## src/rtl/bs_shift_acc_array.sv

```systemverilog
// Multi-lane bit-serial shift-accumulate, MSB plane first; result registered 1 cycle after last plane.
// One plane/cycle while accumulating; result held with out_vld until out_rdy, planes stalled meanwhile.
module bs_shift_acc_array #(
  parameter int LANES    = 4,
  parameter int IN_W     = 20,
  parameter int ACC_W    = 32,
  parameter int MAX_BITS = 16,
  localparam int BW      = $clog2(MAX_BITS + 1)
) (
  input  logic                   clk,
  input  logic                   rst_n,
  input  logic                   start,
  input  logic [BW-1:0]          bits,
  input  logic                   signed_md,
  input  logic [LANES*ACC_W-1:0] bias_in,
  input  logic                   plane_vld,
  output logic                   plane_rdy,
  input  logic [LANES*IN_W-1:0]  plane_in,
  input  logic                   abort,
  output logic                   out_vld,
  input  logic                   out_rdy,
  output logic [LANES*ACC_W-1:0] out_data,
  output logic                   busy
);

  typedef enum logic [1:0] {IDLE, ACCUM, HOLD} state_t;

  state_t           state;
  logic [BW-1:0]    cnt;
  logic [BW-1:0]    cnt_init;
  logic             first;
  logic             sgn_r;
  logic             accept;
  logic [ACC_W-1:0] acc     [LANES];
  logic [ACC_W-1:0] bias_r  [LANES];
  logic [ACC_W-1:0] p_ext   [LANES];
  logic [ACC_W-1:0] p_sel   [LANES];
  logic [ACC_W-1:0] acc_nxt [LANES];

  // A new job is taken from IDLE, or from HOLD on the same cycle the result is handed off.
  always_comb begin
    accept = start && ((state == IDLE) || ((state == HOLD) && out_rdy));
    if (bits == '0)
      cnt_init = BW'(1);
    else if (bits > BW'(MAX_BITS))
      cnt_init = BW'(MAX_BITS);
    else
      cnt_init = bits;
  end

  // Signed mode gives the MSB plane negative weight; bias joins on the final plane.
  always_comb begin
    for (int l = 0; l < LANES; l++) begin
      p_ext[l]   = ACC_W'($signed(plane_in[l*IN_W +: IN_W]));
      p_sel[l]   = (sgn_r && first) ? (~p_ext[l] + 1'b1) : p_ext[l];
      acc_nxt[l] = {acc[l][ACC_W-2:0], 1'b0} + p_sel[l]
                   + ((cnt == BW'(1)) ? bias_r[l] : '0);
    end
  end

  always_ff @(posedge clk or negedge rst_n) begin
    if (!rst_n) begin
      state     <= IDLE;
      cnt       <= '0;
      first     <= 1'b0;
      sgn_r     <= 1'b0;
      plane_rdy <= 1'b0;
      out_vld   <= 1'b0;
      busy      <= 1'b0;
      out_data  <= '0;
      for (int l = 0; l < LANES; l++) begin
        acc[l]    <= '0;
        bias_r[l] <= '0;
      end
    end else if (abort) begin
      state     <= IDLE;
      plane_rdy <= 1'b0;
      out_vld   <= 1'b0;
      busy      <= 1'b0;
      for (int l = 0; l < LANES; l++)
        acc[l] <= '0;
    end else if (accept) begin
      state     <= ACCUM;
      cnt       <= cnt_init;
      first     <= 1'b1;
      sgn_r     <= signed_md;
      plane_rdy <= 1'b1;
      out_vld   <= 1'b0;
      busy      <= 1'b1;
      for (int l = 0; l < LANES; l++) begin
        acc[l]    <= '0;
        bias_r[l] <= bias_in[l*ACC_W +: ACC_W];
      end
    end else begin
      case (state)
        ACCUM: begin
          if (plane_vld) begin
            cnt   <= cnt - BW'(1);
            first <= 1'b0;
            for (int l = 0; l < LANES; l++)
              acc[l] <= acc_nxt[l];
            if (cnt == BW'(1)) begin
              state     <= HOLD;
              plane_rdy <= 1'b0;
              out_vld   <= 1'b1;
              for (int l = 0; l < LANES; l++)
                out_data[l*ACC_W +: ACC_W] <= acc_nxt[l];
            end
          end
        end
        HOLD: begin
          if (out_rdy) begin
            state   <= IDLE;
            out_vld <= 1'b0;
            busy    <= 1'b0;
          end
        end
        default: ;
      endcase
    end
  end

endmodule

```

## config.mk

```make
export PLATFORM = sky130hd
export DESIGN_NAME = bs_shift_acc_array
export DESIGN_NICKNAME = d
export VERILOG_FILES = /design/src/rtl/bs_shift_acc_array.sv
export SDC_FILE = /design/constraint.sdc
export NUM_CORES = 1
export LEC_CHECK = 0
export CORE_MARGIN = 2
export CORE_UTILIZATION = 65
export DETAILED_ROUTE_END_ITERATION = 10
export DONT_BUFFER_PORTS = 1
export HOLD_SLACK_MARGIN = 0.06
export PLACE_DENSITY = 0.77
export SYNTH_ARGS = -nofsm -noshare
export SYNTH_HDL_FRONTEND = slang
export SYNTH_SLANG_ARGS = --single-unit
```

## constraint.sdc

```tcl
create_clock -name clk -period 5.9 [get_ports clk]
set_clock_uncertainty 0.1 [all_clocks]
set_input_delay 1.18 -clock clk [delete_from_list [all_inputs] [get_ports clk]]
set_output_delay 1.18 -clock clk [all_outputs]
set_load 0.05 [all_outputs]
```

**After elaboration in Yosys (flattened, before gate mapping)**

Cells that the tools add are included.

- Add/sub/neg operators: 13
- Order comparisons: 1
- Equal/unequal tests: 6
- Multiplexer cells: 40
- Bitwise operators: 6
- Reductions and logical operators: 21

Operator list:

| operator | number |
|---|---|
| $mux 127 | 4 |
| $add 32x32->32 | 8 |
| $mux 32 | 8 |
| $add 32x1->32 const B | 4 |
| $not 32->32 | 4 |
| $mux 5 | 5 |
| $mux 1 | 16 |
| $reduce_bool 3->1 | 5 |
| $ne 4x4->1 const B | 3 |
| $mux 2 | 5 |
| $reduce_and 2->1 | 3 |
| $reduce_and 3->1 | 2 |
| $eq 5x1->1 const B | 1 |
| $gt 5x5->1 const B | 1 |
| $logic_not 5->1 | 1 |
| $reduce_and 5->1 | 1 |
| $sub 5x1->5 const B | 1 |
| $pmux 2 s2 | 1 |
| $reduce_and 4->1 | 1 |
| $reduce_bool 2->1 | 2 |
| $reduce_bool 4->1 | 1 |
| $logic_and 1x1->1 | 3 |
| $eq 2x1->1 const B | 1 |
| $eq 2x2->1 const B | 1 |
| other kinds (4) | 5 |

- Register bits: 392
- Word-level logic and storage cells: 103

**Logic depth before layout (Yosys ltp)**

- Depth after elaboration: 9
- Mapped depth: 21
- Gate-level depth less buffers: 19

**Least setup slack after synthesis**

OpenSTA, ideal clock, no wires.

- Kind: input to register
- Start: input port plane_in[25]
- End: register acc[90] (netlist bit)
- Library setup time: 0.119 ns
- Arrival time: 5.262 ns
- Data required time: 5.681 ns
- Path slack: 0.419 ns
- Stages on the path: 19
- Buffers on the path: 1
- Path through: or4_1 -> nor3_1 -> nand2_1 -> nor4_1 -> a211oi_1 -> a21oi_1 -> fa_1 -> inv_1 -> ha_1 -> buf_2 -> a21o_1 -> a221o_1 -> a31o_2 -> or3_1 -> o211ai_1 -> a21oi_1 -> xnor2_1 -> o21ai_0 -> and2_1

- Longest elaborated chain between the ends: 9

RTL lines:

| what | line | source |
|---|---|---|
| from (decl) | 18 | `input logic [LANES*IN_W-1:0] plane_in,` |
| $not 32->32 | 55 | `p_sel[l] = (sgn_r && first) ? (~p_ext[l] + 1'b1) : p_ext[l];` |
| $add 32x1->32 | 55 |  |
| $mux 32 (*) | 55 |  |
| $add 32x32->32 (*) | 56 | `acc_nxt[l] = {acc[l][ACC_W-2:0], 1'b0} + p_sel[l]` |
| $add 32x32->32 (*) | 57 | `+ ((cnt == BW'(1)) ? bias_r[l] : '0);` |
| $mux 127 (*) | 97 | `if (plane_vld) begin` |
| $mux 127 (*) | 95 | `case (state)` |
| $mux 127 (*) | 82 | `end else if (accept) begin` |
| $mux 127 (*) | 75 | `end else if (abort) begin` |
| to (signal, indexed assignment) | 101 | `acc[l] <= acc_nxt[l];` |
| to (decl) | 34 | `logic [ACC_W-1:0] acc [LANES];` |

Every way passes the cells marked *; elsewhere a longest branch is shown, timed or not. The select of a mux whose other input is x is not followed.
A chain may end at the register's enable or synchronous reset.

**Worst setup path after layout**

- Start: input port plane_in[25]
- End: register acc[93] (netlist bit)

The elaborated chain is that of the path after synthesis.

==> flow_metrics.py <==
metrics = {
    "outcome": {
        "outcome": "finished with violations",
        "violations": "slew limit",
    },
    "finish": {
        "fin_area_sq_um": 29250,
        "mostFrequentLayoutCell": "nand2_1",
        "drive_above_1_share_pct": 4.876,
        "fin_util_pct": 70.20,
        "stdcell_count": 3803,
        "syn_to_final_growth_pct": 7.278,
        "final_cell_mix": "nand2_1, dfrtp_1, inv_1, a21oi_1, nor2_1",
        "nets": 3709,
    },
    "clocking": {
        "hold_buffers": 0,
        "cts_setup_buffers": 0,
        "clock_latency_ps": 590,
        "tritoncts": "done",
        "cts_sinks": 391,
        "cts-htree-levels": 2,
        "cts_made_buffers": 44,
        "root_buffer": "clkbuf_16",
        "cts_resized": 0,
        "clk_path_buf_depth": 3,
        "clk_pin_slew_worst_paths_ps": 60,
    },
    "floorplanning": {
        "core_sq_um": 41670,
        "die-area_sq_um": 43600,
        "fp-row-count": 75,
        "die-width_um": 208.8,
        "start_util_pct": 65.44,
        "io-pin-count": 351,
        "fp.dieH_um": 208.8,
    },
    "detailed_routing": {
        "ant_nets": 0,
        "wl_per_cell_um": 19.16,
        "drt_wl_total_um": 72880,
        "vias": 22360,
        "dr.pass1.iters": 5,
        "drc": 0,
        "drt_iter0_markers": 1624,
        "via_per_inst": 5.881,
    },
    "logic_synthesis": {
        "synthCells": 3299,
        "yosysWarnings": 0,
        "synth_area_sq_um": 27270,
        "yosysUniqueCellTypes": 82,
        "ys_ff_latch": 391,
        "synth_nets": 3777,
        "ys.flop_type": "dfrtp_1",
        "synth_enable_flop_cells": 0,
        "synth.avg_cell_area_sq_um": 8.265,
        "yosysSeqAreaShare_pct": 35.88,
        "ys_async_sr_fraction_pct": 100.0,
    },
    "setup_path": {
        "startpoint_type": "input pin",
        "cp.arrival_ps": 5560,
        "worstSetupEndpointType": "flip-flop",
        "crit_type": "in2reg",
        "required_ps": 6270,
        "worstPathMaxFanout": 5,
    },
    "sta": {
        "max-slew-margin-rel_pct": -29.30,
        "min_period_ps": 5194,
        "finalSetupViolations": 0,
        "finalHoldViolCount": 0,
        "finalMaxSlewViolations": 171,
        "worstMarginPinSlew_ps": 1940,
        "setup_tns_ps": 0,
        "setup_slack_ps": 706.3,
        "clock.fmax_mhz": 192.5,
        "fin_crit_sh_pct": 88.03,
        "rsz0062_at_grt": "false",
    },
    "grt": {
        "grt_max_degree": 392,
        "grt-ovfl-total": 0,
        "first_global_vias": 22890,
        "grt.total_usage_pct": 34.11,
        "grt_pass1_wl_um": 118900,
        "antenna_found_initial": 4,
    },
    "place": {
        "gp_congestion": 0.9322,
        "dp_hpwl_um": 52650,
        "postPlaceCellArea_sq_um": 27760,
        "pre_cts_ws_ps": 199.4,
        "port_buffers": 0,
        "dp.cells": 3724,
    },
    "hold_path": {
        "hold_path_class": "in2async",
    },
    "power": {
        "power_per_cell_area_nw_per_um2": 478.3,
        "p_leak_nw": 14.36,
        "ir_drop_mv": 0.3387,
    },
    "run": {
        "cap_violations": 0,
    },
}
## per-layer routing
| metal | routed length, um | up-vias | part of all wire, % | track usage [%] |
|---|---|---|---|---|
| met1 | 29270 | 10780 | 40 | 43.37 |
| met4 | 3380 | 2 | 4.6 | 15.89 |
| met3 | 5982 | 174 | 8.2 | 8.296 |
| met5 | 14 | - | 0.019 | 0 |
| met2 | 34240 | 793 | 47 | 55.40 |
| li1 | - | 10620 | - | - |
## sequential cells by signal, summed over array words and instances, names as in the netlist
name and count:
plane_rdy 1, cnt 5, first 1, sgn_r 1
busy 1, out_vld 1, out_data 128, acc 124
state 1, bias_r 128
## critical path, cell delays in order
cell and delay [ps]:
or4_1 560, nor3_1 230, nand2_1 180, nor4_1 280, buf_4 180, nor2_1 50
xnor2_1 160, fa_1 500, inv_1 50, ha_1 350, a21oi_1 90, o21ai_1 190
nor2_1 70, a31oi_1 160, o31ai_1 130, or3_1 400, a211o_1 310, or4_1 410
o311ai_1 100
## through the flow
step / total power (W) / hold slack [ps]
2_1_floorplan: 0.009314 / 337.4
3_3_place_gp: 0.01078 / 352.9
3_5_place_dp: 0.01105 / 353.9
4_1_cts: 0.01397 / 176.2
5_1_grt: 0.01504 / 185.7
6_report: 0.01399 / 196.9
## cell type report
class | count | area, sq um
timing repair buffer | 38 | 322.8
inverter | 366 | 1374
tap | 539 | 674.4
clock inverter | 17 | 224.0
clock buffer | 59 | 1259
sequential | 391 | 9784
multi-input combinational | 2390 | 15610
fill | 3385 | 12410
antenna | 3 | 7.507
## synth_stat cells (all sizes together) (19+ instances only)
| cell type | number | share of area (%) |
|---|---|---|
| mux2i | 27 | 1.1 |
| nand3 | 36 | 0.68 |
| nand2b | 19 | 0.44 |
| fa | 124 | 9.1 |
| o21ai | 205 | 3.8 |
| a21o | 45 | 1.2 |
| o21a | 22 | 0.61 |
| nand2 | 790 | 11 |
| xor2 | 80 | 2.6 |
| nor2 | 209 | 2.9 |
| nor3 | 40 | 0.75 |
| a211oi | 32 | 0.90 |
| o31ai | 19 | 0.52 |
| and2 | 35 | 0.80 |
| buf | 19 | 0.29 |
| inv | 366 | 5.0 |
| xnor2 | 113 | 3.6 |
| clkbuf | 133 | 1.8 |
| a21oi | 252 | 4.7 |
| dfrtp | 391 | 36 |
| ha | 134 | 6.1 |
## cell families after synthesis
logic type	share of synthesized area [%]
buf+inv	7.159
flops	35.88
xor+xnor	6.200
mux	1.455
compound gates	15.32
simple gates	18.73
fa+ha+maj	15.25
## worst paths after layout
path | start | to | slack [ps] | depth (start not counted)
worst max register to register | cnt[1] | acc[28] | 720 | 18
max in group asynchronous | rst_n | acc[1] | 3960 | 0
min in group clk | bias_r[100] | bias_r[100] | 360 | 2
worst min-delay path | rst_n | bias_r[110] | 200 | 0
worst min register to register | bias_r[100] | bias_r[100] | 360 | 2
worst max-delay path | plane_in[25] | acc[93] | 710 | 19
## report_power, final
group | internal, W | switching [W]
sequential | 0.00336 | 0.00109
combinational | 0.00245 | 0.00423
clock | 0.00171 | 0.00115
(Power assumes the default switching activity.)
